--- src/rtl/vdp_pkg.sv ---
`default_nettype none
// ============================================================================
//  Module      : vdp_pkg
//  Description : Shared widths, default FIFO depth, grant source encoding and
//                a constant-foldable ceil(log2) helper for the VDP register
//                write path.
//  Revision    : 1.0  initial release
// ============================================================================
package vdp_pkg;

   localparam int VDP_REG_ADDR_WIDTH = 5;
   localparam int VDP_DATA_WIDTH     = 16;
   localparam int VDP_FIFO_DEPTH     = 4;

   // Which requester owns the register write slot in a given cycle
   typedef enum logic [1:0] {
      GRANT_NONE = 2'd0,
      GRANT_AUX  = 2'd1,
      GRANT_HOST = 2'd2
   } grant_src_e;

   // ceil(log2(value)); returns 0 for value <= 1
   function automatic int vdp_clog2(input int value);
      int result;
      result = 0;
      for (int v = value - 1; v > 0; v = v >> 1) begin
         result = result + 1;
      end
      return result;
   endfunction

endpackage
`default_nettype wire

--- src/rtl/vdp_reg_write_fifo.sv ---
`default_nettype none
// ============================================================================
//  Module      : vdp_reg_write_fifo
//  Description : Synchronous FIFO with show-ahead head output. Pointers carry
//                an extra wrap bit so full and empty are distinguished without
//                a separate counter. A push is accepted while full when a pop
//                happens in the same cycle.
//  Revision    : 1.0  initial release
// ============================================================================
module vdp_reg_write_fifo
   import vdp_pkg::*;
#(
   parameter int WIDTH = VDP_REG_ADDR_WIDTH + VDP_DATA_WIDTH,
   parameter int DEPTH = VDP_FIFO_DEPTH
)(
   input  logic                       clk,
   input  logic                       reset,
   input  logic                       push,
   input  logic [WIDTH-1:0]           push_data,
   input  logic                       pop,
   output logic [WIDTH-1:0]           head_data,
   output logic                       full,
   output logic                       empty,
   output logic [vdp_clog2(DEPTH):0]  level
);

   localparam int PTR_WIDTH = vdp_clog2(DEPTH);

   logic [PTR_WIDTH:0]  wr_ptr;
   logic [PTR_WIDTH:0]  rd_ptr;
   logic [WIDTH-1:0]    mem [DEPTH];
   logic                do_push;
   logic                do_pop;

   assign empty     = (wr_ptr == rd_ptr);
   assign full      = (wr_ptr[PTR_WIDTH] != rd_ptr[PTR_WIDTH]) &&
                      (wr_ptr[PTR_WIDTH-1:0] == rd_ptr[PTR_WIDTH-1:0]);
   assign level     = wr_ptr - rd_ptr;
   assign do_pop    = pop && !empty;
   assign do_push   = push && (!full || do_pop);
   assign head_data = mem[rd_ptr[PTR_WIDTH-1:0]];

   // Advance read/write pointers on accepted pop/push
   always_ff @(posedge clk or posedge reset) begin
      if (reset) begin
         wr_ptr <= '0;
         rd_ptr <= '0;
      end else begin
         if (do_push) begin
            wr_ptr <= wr_ptr + (PTR_WIDTH+1)'(1);
         end
         if (do_pop) begin
            rd_ptr <= rd_ptr + (PTR_WIDTH+1)'(1);
         end
      end
   end

   // Entry storage, written at the current write pointer
   always_ff @(posedge clk or posedge reset) begin
      if (reset) begin
         for (int i = 0; i < DEPTH; i++) begin
            mem[i] <= '0;
         end
      end else if (do_push) begin
         mem[wr_ptr[PTR_WIDTH-1:0]] <= push_data;
      end
   end

endmodule
`default_nettype wire

--- src/rtl/vdp_reg_write_arbiter.sv ---
`default_nettype none
// ============================================================================
//  Module      : vdp_reg_write_arbiter
//  Description : Merges CPU register writes (buffered in a small FIFO) and
//                NUM_AUX non-stallable aux write sources onto the single VDP
//                register write port. Aux sources win over the CPU FIFO and
//                lower aux index wins among aux; losing aux writes are dropped
//                and counted. CPU reads are held off until the FIFO is empty.
//  Revision    : 1.0  initial release
// ============================================================================
module vdp_reg_write_arbiter
   import vdp_pkg::*;
#(
   parameter int HOST_ADDR_WIDTH = 6,
   parameter int REG_ADDR_WIDTH  = VDP_REG_ADDR_WIDTH,
   parameter int DATA_WIDTH      = VDP_DATA_WIDTH,
   parameter int FIFO_DEPTH      = VDP_FIFO_DEPTH,
   parameter int NUM_AUX         = 2,
   parameter int CONFLICT_WIDTH  = 8
)(
   input  logic                               clk,
   input  logic                               reset,
   input  logic [HOST_ADDR_WIDTH-1:0]         host_address,
   input  logic                               host_write_en,
   input  logic [DATA_WIDTH-1:0]              host_write_data,
   input  logic                               host_read_en,
   output logic                               ready,
   output logic [REG_ADDR_WIDTH-1:0]          read_address,
   input  logic                               vram_write_pending,
   input  logic [NUM_AUX-1:0]                 aux_write_en,
   input  logic [NUM_AUX*REG_ADDR_WIDTH-1:0]  aux_write_address,
   input  logic [NUM_AUX*DATA_WIDTH-1:0]      aux_write_data,
   output logic                               register_write_en,
   output logic [REG_ADDR_WIDTH-1:0]          register_write_address,
   output logic [DATA_WIDTH-1:0]              register_write_data,
   output logic [vdp_clog2(FIFO_DEPTH):0]     fifo_level,
   output logic [CONFLICT_WIDTH-1:0]          conflict_count
);

   localparam int ENTRY_WIDTH = REG_ADDR_WIDTH + DATA_WIDTH;

   // FIFO interface
   logic [ENTRY_WIDTH-1:0]     fifo_head;
   logic [ENTRY_WIDTH-1:0]     fifo_push_data;
   logic                       fifo_full;
   logic                       fifo_empty;
   logic                       fifo_pop;

   // Aux sources unpacked per index
   logic [REG_ADDR_WIDTH-1:0]  aux_addr [NUM_AUX];
   logic [DATA_WIDTH-1:0]      aux_data [NUM_AUX];

   // Arbitration results
   grant_src_e                 grant_src;
   logic [REG_ADDR_WIDTH-1:0]  grant_addr;
   logic [DATA_WIDTH-1:0]      grant_data;
   logic                       aux_found;
   logic [CONFLICT_WIDTH-1:0]  conflict_next;

   // Host handshake
   logic                       write_accept;
   logic                       read_accept;
   logic                       write_accepted;
   logic                       read_accepted;
   logic                       read_stage;

   generate
      for (genvar i = 0; i < NUM_AUX; i++) begin : g_aux_unpack
         assign aux_addr[i] = aux_write_address[i*REG_ADDR_WIDTH +: REG_ADDR_WIDTH];
         assign aux_data[i] = aux_write_data[i*DATA_WIDTH +: DATA_WIDTH];
      end
   endgenerate

   // Host address bits above the register file range are ignored by design
   generate
      if (HOST_ADDR_WIDTH > REG_ADDR_WIDTH) begin : g_addr_hi
         logic unused_addr_hi;
         assign unused_addr_hi = ^host_address[HOST_ADDR_WIDTH-1:REG_ADDR_WIDTH];
      end
   endgenerate

   assign fifo_push_data = {host_address[REG_ADDR_WIDTH-1:0], host_write_data};

   vdp_reg_write_fifo #(
      .WIDTH (ENTRY_WIDTH),
      .DEPTH (FIFO_DEPTH)
   ) u_fifo (
      .clk       (clk),
      .reset     (reset),
      .push      (write_accept),
      .push_data (fifo_push_data),
      .pop       (fifo_pop),
      .head_data (fifo_head),
      .full      (fifo_full),
      .empty     (fifo_empty),
      .level     (fifo_level)
   );

   // Pick the write slot owner: lowest aux index first, then the FIFO head
   // when VRAM is idle; every extra aux requester is a dropped write
   always_comb begin
      grant_src     = GRANT_NONE;
      grant_addr    = '0;
      grant_data    = '0;
      aux_found     = 1'b0;
      conflict_next = conflict_count;
      for (int i = 0; i < NUM_AUX; i++) begin
         if (aux_write_en[i]) begin
            if (!aux_found) begin
               aux_found  = 1'b1;
               grant_addr = aux_addr[i];
               grant_data = aux_data[i];
            end else if (conflict_next != '1) begin
               conflict_next = conflict_next + CONFLICT_WIDTH'(1);
            end
         end
      end
      if (aux_found) begin
         grant_src = GRANT_AUX;
      end else if (!fifo_empty && !vram_write_pending) begin
         grant_src  = GRANT_HOST;
         grant_addr = fifo_head[ENTRY_WIDTH-1 -: REG_ADDR_WIDTH];
         grant_data = fifo_head[DATA_WIDTH-1:0];
      end
   end

   assign fifo_pop = (grant_src == GRANT_HOST);

   // A full FIFO still takes the write in a cycle where the head pops; a
   // read only goes ahead once every buffered write has drained
   assign write_accept = host_write_en && !write_accepted && (!fifo_full || fifo_pop);
   assign read_accept  = host_read_en && !read_accepted && fifo_empty && !write_accept;

   // Register the granted write onto the register file port
   always_ff @(posedge clk or posedge reset) begin
      if (reset) begin
         register_write_en      <= 1'b0;
         register_write_address <= '0;
         register_write_data    <= '0;
      end else begin
         register_write_en <= (grant_src != GRANT_NONE);
         if (grant_src != GRANT_NONE) begin
            register_write_address <= grant_addr;
            register_write_data    <= grant_data;
         end
      end
   end

   // Saturating count of dropped aux writes
   always_ff @(posedge clk or posedge reset) begin
      if (reset) begin
         conflict_count <= '0;
      end else begin
         conflict_count <= conflict_next;
      end
   end

   // Accepted flags stop a held request from being taken twice
   always_ff @(posedge clk or posedge reset) begin
      if (reset) begin
         write_accepted <= 1'b0;
         read_accepted  <= 1'b0;
      end else begin
         if (!host_write_en) begin
            write_accepted <= 1'b0;
         end else if (write_accept) begin
            write_accepted <= 1'b1;
         end
         if (!host_read_en) begin
            read_accepted <= 1'b0;
         end else if (read_accept) begin
            read_accepted <= 1'b1;
         end
      end
   end

   // Completion pulse: one cycle after a write accept, two after a read
   // accept so the register file has a cycle to return data
   always_ff @(posedge clk or posedge reset) begin
      if (reset) begin
         read_stage   <= 1'b0;
         ready        <= 1'b0;
         read_address <= '0;
      end else begin
         read_stage <= read_accept;
         ready      <= write_accept || read_stage;
         if (read_accept) begin
            read_address <= host_address[REG_ADDR_WIDTH-1:0];
         end
      end
   end

endmodule
`default_nettype wire
--- config.mk ---
export PLATFORM = sky130hd
export DESIGN_NAME = vdp_reg_write_arbiter
export DESIGN_NICKNAME = d
export VERILOG_FILES = /design/src/rtl/vdp_pkg.sv /design/src/rtl/vdp_reg_write_fifo.sv /design/src/rtl/vdp_reg_write_arbiter.sv
export SDC_FILE = /design/constraint.sdc
export NUM_CORES = 1
export LEC_CHECK = 0
export ABC_AREA = 1
export BUFFER_PORTS_ARGS = -buffer_cell sky130_fd_sc_hd__buf_4
export CELL_PAD_IN_SITES_DETAIL_PLACEMENT = 0
export CELL_PAD_IN_SITES_GLOBAL_PLACEMENT = 1
export CORE_ASPECT_RATIO = 0.6
export CORE_UTILIZATION = 45
export CTS_CLUSTER_DIAMETER = 100
export CTS_CLUSTER_SIZE = 14
export DETAILED_ROUTE_END_ITERATION = 6
export PLACE_DENSITY = 0.86
export SKIP_CTS_REPAIR_TIMING = 1
export SYNTH_ARGS = -nofsm -noshare
export SYNTH_HDL_FRONTEND = slang
export SYNTH_SLANG_ARGS = --single-unit
--- constraint.sdc ---
create_clock -name clk -period 7.9 [get_ports clk]
set_clock_uncertainty 0.1 [all_clocks]
set_input_delay 0 -clock clk [delete_from_list [all_inputs] [get_ports clk]]
set_output_delay 0 -clock clk [all_outputs]
set_load 0.02 [all_outputs]
==> run summary <==
### Run status
- completed — run status

### Clocking
- 0.42 ns — clock latency of the later-clocked register in the worst-skew pair
- sky130_fd_sc_hd__clkbuf_16 — root buffer selected by CTS
- 0.06 ns — clock slew at reported path FFs
- 4 — level count of the clock H-tree
- 17 — number of buffers added by the clock tree synthesis step
- 2 — number of buffers between clock root and the deepest sink
- built — CTS tree
- 129 — clock sink count

### Layout
- 62.1% — final design utilization
- 3230 um2 — register cell area after layout
- 0 — diode insertion count for antenna repair
- 2850 um2 — footprint of the multi-input gates
- sky130_fd_sc_hd__nand2_1 (288), sky130_fd_sc_hd__dfrtp_1 (129), sky130_fd_sc_hd__buf_4 (119) — commonest non-fill, non-tap cells in the layout
- 1024 — number of nets in the final layout
- sky130_fd_sc_hd__nand2_1 — most common cell after layout, fill and taps aside
- 33.6% — Area Growth Syn to Fin
- 16.5% — fraction of final layout cells with drive strength greater than 1
- 1191 — count of filler cells inserted in the layout

### GRT
- 0 — total grt overflow
- 0 — antenna violations before repair
- 90 — pin count of the biggest net entering global routing
- 30800 um — first-pass GRT wire length
- 5742 — number of global-route vias before repair
- 27.9% — GR Util All Layers

### Routing
- 0 — DRC viols
- 0 — number of nets with antenna violations after routing
- 6395 — number of vias in the routed layout
- 5 — Pre-Repair DR Iteration Count
- 599 — DRC marker count from the first detailed-route iteration
- 5.57 — via count normalized by instance count
- 17.5 um — detailed-route wire length per cell
- 20200 um — DRT Wirelength

### Setup path
- flip-flop — Worst Setup End Kind
- flip-flop to flip-flop — Setup Crit Path Kind
- u_fifo.mem[66] — capture instance of the worst register-to-register path
- sky130_fd_sc_hd__nand2_1 — critical path's most frequent cell
- 9 — critical path depth in cells
- u_fifo.mem[66] — timing endpoint of the critical path
- 8.08 ns — critical path data required time
- sky130_fd_sc_hd__nand3_1 — Slowest-stage cell, CP
- u_fifo.rd_ptr[0] — launch point of the worst reg-to-reg path
- 3.97 ns — arrival time reported for the critical path endpoint
- 3 — Buffers & Inverters on Critical Path
- 89 — biggest fanout along the worst timing path
- buf_4, ha_1, nand2_1, inv_1, o211ai_4, buf_4, nand3_1, nand2_1, nand2_1 — critical path, cell by cell
- u_fifo.rd_ptr[0] — startpoint of the most critical setup path
- simple AND/OR/NAND/NOR gates — kind of cell adding the most delay to the critical path
- 1.05 ns — critical path's largest stage delay
- flip-flop — crit start category
- 4.12 ns — Worst R2R Setup Slack
- 9 — count of cells along the worst register-to-register path

### Logic synthesis
- 50.3% — share of the yosys chip area belonging to registers
- 800 — synthesized instance count
- 880 — Post-Syn Nets
- 25 — distinct cell type count after synthesis
- 6410 um2 — Mapped Area
- 0 — Synth Warn #
- 129 — flops & latches, synth
- 8.02 um2 — Avg Synthesized Cell Area

### Floorplanning
- 156 um — die width
- 46.5% — initial cell density of the core
- 94.5 um — height of the die
- 14700 um2 — area enclosed by the die boundary
- 33 — number of placement rows
- 110 — Top Ports
- 13800 um2 — core area

### Timing
- 0 ns — Setup Total Neg Slack
- 264 MHz — Max Freq
- 0 — count of final max-slew check failures
- 3.78 ns — final critical-path required period
- 47.9% — final worst-path cycle share
- 1.10 ns — slew at the pin with the worst max-slew slack
- 26.2% — Worst slew margin
- 4.12 ns — Worst Slack Setup Final
- 0.0202 ns — worst hold slack
- no — unrepaired setup endpoints after global routing
- 0 — number of setup violations in the final report
- 0 — final-report hold violation count

### Worst hold path
- primary input to flip-flop — class of the worst hold path

### Place
- 108 — Port-buffer cells
- 4.29 ns — worst slack at placement
- 12000 um — post-DP HPWL
- 0.850 — final RePlAce weighted congestion

### Power
- 4.33 nW — leakage power
- 380 nW/um2 — power density over cell area
- 0.215 mV — Max rail drop VDD
- 3.25 mW — total chip power

### Run
- 0 — Max-Cap Viols

[cells by family (layout without fill, tap and decap cells)]
family | count (synthesis) | in the layout | synth area share [%]
simple gates | 503 | 503 | 35.4
flops | 129 | 129 | 50.3
buf+inv | 83 | 240 | 5.31
compound gates | 69 | 69 | 6.11
fa+ha+maj | 9 | 9 | 1.87
xor+xnor | 7 | 7 | 0.956
[worst register-to-register path, delay by kind of cell (launching register included)]
family                     cells  cell delay [ns]
adders and majority gates      1             0.34
AOI/OAI and AO/OA              1             0.08
and+or+nand+nor                4             1.62
buffers and inverters          3             1.20
DFF                            1             0.32
[routing by layer]
layer	wire length, um	GRT usage (%)
met1	9550	41.3
met5	0	0
met2	8700	40.7
met3	1700	6.61
met4	215	7.52
[power breakdown]
| part | internal, mW | switching [mW] | leakage (nW) |
|---|---|---|---|
| Sequential | 0.923 | 0.153 | 1.62 |
| Clock | 0.519 | 0.288 | 0.292 |
| Combinational | 0.446 | 0.922 | 2.42 |
[Yosys cell counts]
cell type                  instances  area share [%]
sky130_fd_sc_hd__nand3_1          57             4.4
sky130_fd_sc_hd__nor2_2            2            0.20
sky130_fd_sc_hd__o21ai_1           1           0.078
sky130_fd_sc_hd__ha_1              8             1.6
sky130_fd_sc_hd__fa_1              1            0.31
sky130_fd_sc_hd__nand4_1          85             8.3
sky130_fd_sc_hd__xor2_1            4            0.55
sky130_fd_sc_hd__xnor2_1           3            0.41
sky130_fd_sc_hd__buf_4             3            0.35
sky130_fd_sc_hd__nand2_2           1           0.098
sky130_fd_sc_hd__inv_1            22             1.3
sky130_fd_sc_hd__buf_1             5            0.29
sky130_fd_sc_hd__o211ai_4          1            0.33
sky130_fd_sc_hd__nand3b_1         22             2.6
sky130_fd_sc_hd__inv_2             1           0.058
sky130_fd_sc_hd__or2_2             1           0.098
sky130_fd_sc_hd__clkbuf_1         38             2.2
sky130_fd_sc_hd__a21oi_2           1            0.14
sky130_fd_sc_hd__nor2_1           46             2.7
sky130_fd_sc_hd__nor3_2            1            0.16
sky130_fd_sc_hd__o21ai_0          45             3.5
sky130_fd_sc_hd__buf_2            14             1.1
sky130_fd_sc_hd__dfrtp_1         129              50
sky130_fd_sc_hd__o22ai_1          21             2.0
sky130_fd_sc_hd__nand2_1         288              17
[sequential cells by signal (all words and copies together), names as in the netlist]
register,cells
ready,1
u_fifo.wr_ptr,3
register_write_en,1
write_accepted,1
register_write_address,5
u_fifo.rd_ptr,3
read_accepted,1
read_address,5
u_fifo.mem,84
read_stage,1
conflict_count,8
register_write_data,16
[area by class of cell]
cell class | count | area share (%)
clock inverter | 10 | 1.55
sequential | 129 | 37.7
clock buffer | 22 | 5.54
timing repair buffer | 185 | 18.1
tap | 192 | 2.80
inverter | 23 | 1.04
multi-input combinational | 588 | 33.3
[how the worst min path moves through the flow]
| stage | cells past startpoint | start | end | slack (ns) |
|---|---|---|---|---|
| 5_1_grt | 5 | aux_write_en[0] | conflict_count[4] | 0.04 |
| 2_1_floorplan | 2 | host_write_en | write_accepted | 0.01 |
| 6_report | 5 | aux_write_en[0] | conflict_count[4] | 0.02 |
| 3_5_place_dp | 2 | reset | register_write_data[13] | 0.04 |
| 4_1_cts | 2 | reset | register_write_data[15] | -0.41 |
| 3_3_place_gp | 2 | reset | register_write_data[13] | 0.03 |
[metrics by stage]
step,area (um2),std cells
floorplan,6410,800
global placement,7300,1051
finish,8570,1149
global route,8570,1149
CTS,7910,1083
detailed placement,7300,1051
No activity file was read; power rests on OpenSTA's default activity.
